[config.mk]
export PLATFORM = sky130hd
export DESIGN_NAME = imm_extend_pipe
export DESIGN_NICKNAME = d
export VERILOG_FILES = /design/src/rtl/imm_extend_pipe.sv
export SDC_FILE = /design/constraint.sdc
export NUM_CORES = 1
export LEC_CHECK = 0
export CAP_MARGIN = 10
export CORE_ASPECT_RATIO = 0.9
export CORE_MARGIN = 8
export CORE_UTILIZATION = 53
export DETAILED_ROUTE_END_ITERATION = 10
export HOLD_SLACK_MARGIN = 0.08
export PLACE_DENSITY_LB_ADDON = 0.12
export SLEW_MARGIN = 0
export SYNTH_ARGS = -nofsm -noshare
export SYNTH_HDL_FRONTEND = slang
export SYNTH_SLANG_ARGS = --single-unit
[constraint.sdc]
create_clock -name clk_i -period 2 [get_ports clk_i]
set_clock_uncertainty 0.05 [all_clocks]
set_input_delay 0.4 -clock clk_i [delete_from_list [all_inputs] [get_ports clk_i]]
set_output_delay 0.4 -clock clk_i [all_outputs]
set_load 0.03 [all_outputs]
[src/rtl/imm_extend_pipe.sv]
// Immediate sign/zero/upper/branch extender with a two-entry skid-buffered
// valid/ready output stage. Results are extended at accept and stored final.
module imm_extend_pipe #(
  parameter int unsigned IN_W  = 16,
  parameter int unsigned OUT_W = 32
) (
  input  logic             clk_i,
  input  logic             rst_i,
  input  logic [IN_W-1:0]  data_i,
  input  logic [1:0]       mode_i,
  input  logic             valid_i,
  output logic             ready_o,
  input  logic             flush_i,
  output logic [OUT_W-1:0] data_o,
  output logic             valid_o,
  input  logic             ready_i
);

  localparam int unsigned EXT_W = OUT_W - IN_W;

  typedef enum logic [1:0] {
    S_EMPTY = 2'd0,
    S_ONE   = 2'd1,
    S_TWO   = 2'd2
  } state_e;

  state_e             state_q;
  logic [OUT_W-1:0]   out_q;
  logic [OUT_W-1:0]   skid_q;
  logic               valid_q;
  logic               ready_q;

  logic [OUT_W-1:0]   sign_c;
  logic [OUT_W-1:0]   ext_d;
  logic               accept_c;
  logic               xfer_c;

  assign accept_c = valid_i && ready_q;
  assign xfer_c   = valid_q && ready_i;
  assign sign_c   = {{EXT_W{data_i[IN_W-1]}}, data_i};

  // Extension of the offered immediate; only consumed on an accept.
  always_comb begin
    ext_d = sign_c;
    unique case (mode_i)
      2'b00: ext_d = sign_c;
      2'b01: ext_d = {{EXT_W{1'b0}}, data_i};
      2'b10: ext_d = {data_i, {EXT_W{1'b0}}};
      2'b11: ext_d = {sign_c[OUT_W-3:0], 2'b00};
      default: ext_d = sign_c;
    endcase
  end

  // EMPTY/ONE/TWO occupancy FSM; flush shares the reset path but ranks below it.
  always_ff @(posedge clk_i) begin
    if (rst_i || flush_i) begin
      state_q <= S_EMPTY;
      out_q   <= '0;
      skid_q  <= '0;
      valid_q <= 1'b0;
      ready_q <= 1'b1;
    end else begin
      unique case (state_q)
        S_EMPTY: begin
          if (accept_c) begin
            out_q   <= ext_d;
            state_q <= S_ONE;
            valid_q <= 1'b1;
            ready_q <= 1'b1;
          end
        end
        S_ONE: begin
          if (accept_c && xfer_c) begin
            out_q <= ext_d;
          end else if (accept_c) begin
            skid_q  <= ext_d;
            state_q <= S_TWO;
            ready_q <= 1'b0;
          end else if (xfer_c) begin
            state_q <= S_EMPTY;
            valid_q <= 1'b0;
          end
        end
        S_TWO: begin
          // No accept possible here since ready_o is low.
          if (xfer_c) begin
            out_q   <= skid_q;
            skid_q  <= '0;
            state_q <= S_ONE;
            ready_q <= 1'b1;
          end
        end
        default: begin
          state_q <= S_EMPTY;
          out_q   <= '0;
          skid_q  <= '0;
          valid_q <= 1'b0;
          ready_q <= 1'b1;
        end
      endcase
    end
  end

  assign data_o  = out_q;
  assign valid_o = valid_q;
  assign ready_o = ready_q;

endmodule

==> flow_metrics.py <==
metrics = {
    "clock_tree": {
        "clk-insertion-delay-late_ns": 0.35,
        "cts_resized": 0,
        "h-tree-depth": 3,
        "cts_hold_buffers": 0,
        "cts_tree": "built",
        "path_clk_slew_ns": 0.08,
        "cts_root_buf": "clkbuf_8",
        "clock_path_buffers": 2,
        "cts_sinks": 68,
        "cts_buffers": 9,
        "cts_setup_buffers": 0,
    },
    "sta": {
        "fin_crit_sh": 0.938,
        "period_minus_slack_ns": 1.88,
        "rsz0062_at_grt": "no",
        "max_slew.worst_pin.slew_ns": 0.443,
        "max_slew_margin": 0.704,
        "setup_viol": 0,
        "final_max_slew_viol_count": 0,
        "worst_slack_ns": 0.125,
        "holdWs_ns": 0.431,
        "fmax_mhz": 533,
        "finalHoldViolations": 0,
    },
    "logic_synthesis": {
        "synth_top_area_frac": 0.414,
        "synthDistinctLibCells": 43,
        "avgSynthCellArea_um2": 8.46,
        "synth-seq-cells": 68,
        "ys_top_cells_by_area": "dfxtp_1 (41%), o21ai_0 (11%), a21oi_1 (9.9%)",
        "synth-edff-count": 0,
        "synth_area_um2": 3290,
        "yosys.area.top_type": "dfxtp_1",
        "postSynth.asyncResetShare": 0,
        "synth.yosys.seq_area_share": 0.414,
        "postSynthCellCount": 389,
        "yosys_warnings": 0,
        "syn-num-nets": 412,
        "synth_ff_type": "dfxtp_1",
    },
    "grt": {
        "grt_max_degree": 50,
        "antenna_found_initial": 0,
        "grt_pass1_vias": 3235,
        "grt_usage": 0.220,
        "grt_pass1_wl_um": 16000,
        "overflow": 0,
    },
    "power": {
        "p_total_mw": 3.26,
        "leakagePower_nw": 1.64,
        "powerDensity_nw_per_um2": 764,
        "vdd_ir_drop_max_mv": 0.413,
    },
    "setup_path": {
        "worstPathArrival_ns": 1.43,
        "slowest_delay_ns": 0.70,
        "reg2reg_depth": 4,
        "required_ns": 1.55,
        "regToRegStartpoint": "state_q[1]",
        "start_kind": "flip-flop",
        "critPathMaxFanout": 2,
        "slowest_stage": "clkdlybuf4s50_1",
        "r2r_slack_ns": 0.19,
        "reg2reg_to": "data_o[15]",
        "worst-path-buf-inv": 1,
        "crit_type": "flip-flop to output pin",
        "endpoint_kind": "output pin",
        "path_cells": "clkdlybuf4s50_1",
        "path_delay_family": "buffers and inverters",
    },
    "detailed_routing": {
        "wire_per_inst_um": 19.0,
        "drt-vias-per-instance": 6.43,
        "routed_wl_um": 9940,
        "drc": 0,
        "dr.pass1.iters": 6,
        "first_iter_violations": 422,
        "final_antenna_net_count": 0,
        "route.vias.total": 3371,
    },
    "layout": {
        "diodes": 0,
        "drive_gt1_frac": 0.142,
        "stdcell_area_um2": 4270,
        "syn_to_final_growth_pct": 29.6,
        "finalNetCount": 470,
        "stdcell_count": 524,
    },
    "placed_design": {
        "dp.cells": 508,
        "place_hpwl_um": 6710,
        "gp_congestion": 0.866,
        "place_area_um2": 4040,
        "dp_slack_ns": -0.0801,
        "port_buffers": 56,
    },
    "hold_path": {
        "hold-path-cell-count": 2,
        "min_to": "skid_q[5]",
        "min_from": "skid_q[5]",
        "hold_path_class": "flip-flop to flip-flop",
    },
    "die": {
        "die_h_um": 90.8,
        "initial_utilization": 0.544,
        "die_area_um2": 8990,
        "chipWidth_um": 99.1,
        "coreArea_um2": 6050,
        "num_rows": 27,
        "io_pins": 57,
    },
    "status": {
        "outcome": "complete, no violations",
    },
    "flow_run": {
        "drv_cap": 0,
    },
}
## Yosys cell counts (9+ instances only)
cell type  number
dfxtp_1        68
buf_2          11
nor2b_1        14
and3_1         16
mux2i_1        13
a222oi_1       10
nor2_1         22
o21ai_0        74
a32o_1         15
clkbuf_1       23
a21oi_1        65
nand2_1         9
## stage by stage
| step | TNS [ns] | utilization |
|---|---|---|
| CTS | 0 | 0.705 |
| global placement | -0.0290 | 0.668 |
| finish | 0 | 0.706 |
| detailed placement | -0.964 | 0.668 |
| floorplan | 0 | - |
| global route | 0 | 0.706 |
## layout by cell type, fill, tap and decap left out, types with 2 or more instances in the layout
cell | Yosys | final
nor3_1 | 2 | 2
nor2_1 | 22 | 21
a32o_1 | 15 | 15
nand2_1 | 9 | 9
a221oi_1 | 4 | 4
o21ai_0 | 74 | 74
clkdlybuf4s50_1 | 0 | 54
nor2_4 | 2 | 2
a21oi_1 | 65 | 65
a211oi_1 | 2 | 2
clkinv_4 | 0 | 2
clkbuf_8 | 0 | 9
nand3_1 | 4 | 4
dlymetal6s2s_1 | 0 | 2
mux2i_1 | 13 | 13
nor2b_1 | 14 | 14
dfxtp_1 | 68 | 67
a222oi_1 | 10 | 10
bufinv_16 | 0 | 2
a31o_2 | 2 | 2
or2_2 | 2 | 2
nand2b_1 | 3 | 3
buf_4 | 3 | 27
and3_1 | 16 | 16
buf_12 | 0 | 5
## cell type report
| type | instances | area (um^2) |
|---|---|---|
| fillers | 480 | 1780 |
| multi-input cells | 278 | 1710 |
| flip-flops and latches | 68 | 1360 |
| repair buffers | 88 | 868 |
| clock buffers | 9 | 124 |
| clock inverters | 7 | 98.8 |
| well taps | 72 | 90.1 |
| inverters | 2 | 10.0 |
## sequential cells by signal, indices dropped and copies added (netlist names)
| name | flops |
|---|---|
| data_o | 32 |
| ready_o | 1 |
| skid_q | 32 |
| state_q | 2 |
| valid_o | 1 |
## logic make-up after synthesis
logic type / after synthesis / share of synthesized area
AND/OR/NAND/NOR: 80 / 0.133
flip-flops: 68 / 0.414
XOR/XNOR: 1 / 0.00266
AO/OA/AOI/OAI: 184 / 0.345
multiplexers: 13 / 0.0395
buffers and inverters: 43 / 0.0665
## worst max-delay path by stage
stage	from	end	slack, ns	cells after the start
finish	data_o[20]	data_o[20]	0.12	1
global route	state_q[1]	data_o[10]	0.07	6
CTS	valid_o	valid_o	0.007	1
detailed placement	ready_i	data_o[15]	-0.08	6
global placement	mode_i[1]	data_o[8]	-0.01	5
floorplan	valid_o	skid_q[23]	0.35	5
## metal layers
layer	vias to the layer above	global-route usage	share of wire
li1	1567	-	-
met1	1620	0.271	0.43
met4	0	0.0869	0.028
met5	-	0	0
met2	156	0.341	0.45
met3	28	0.0763	0.089
## power by group
group,internal (mW),switching [mW]
Sequential,1.39,0.0266
Combinational,0.235,0.332
Clock,0.708,0.566
(Power assumes the default switching activity.)
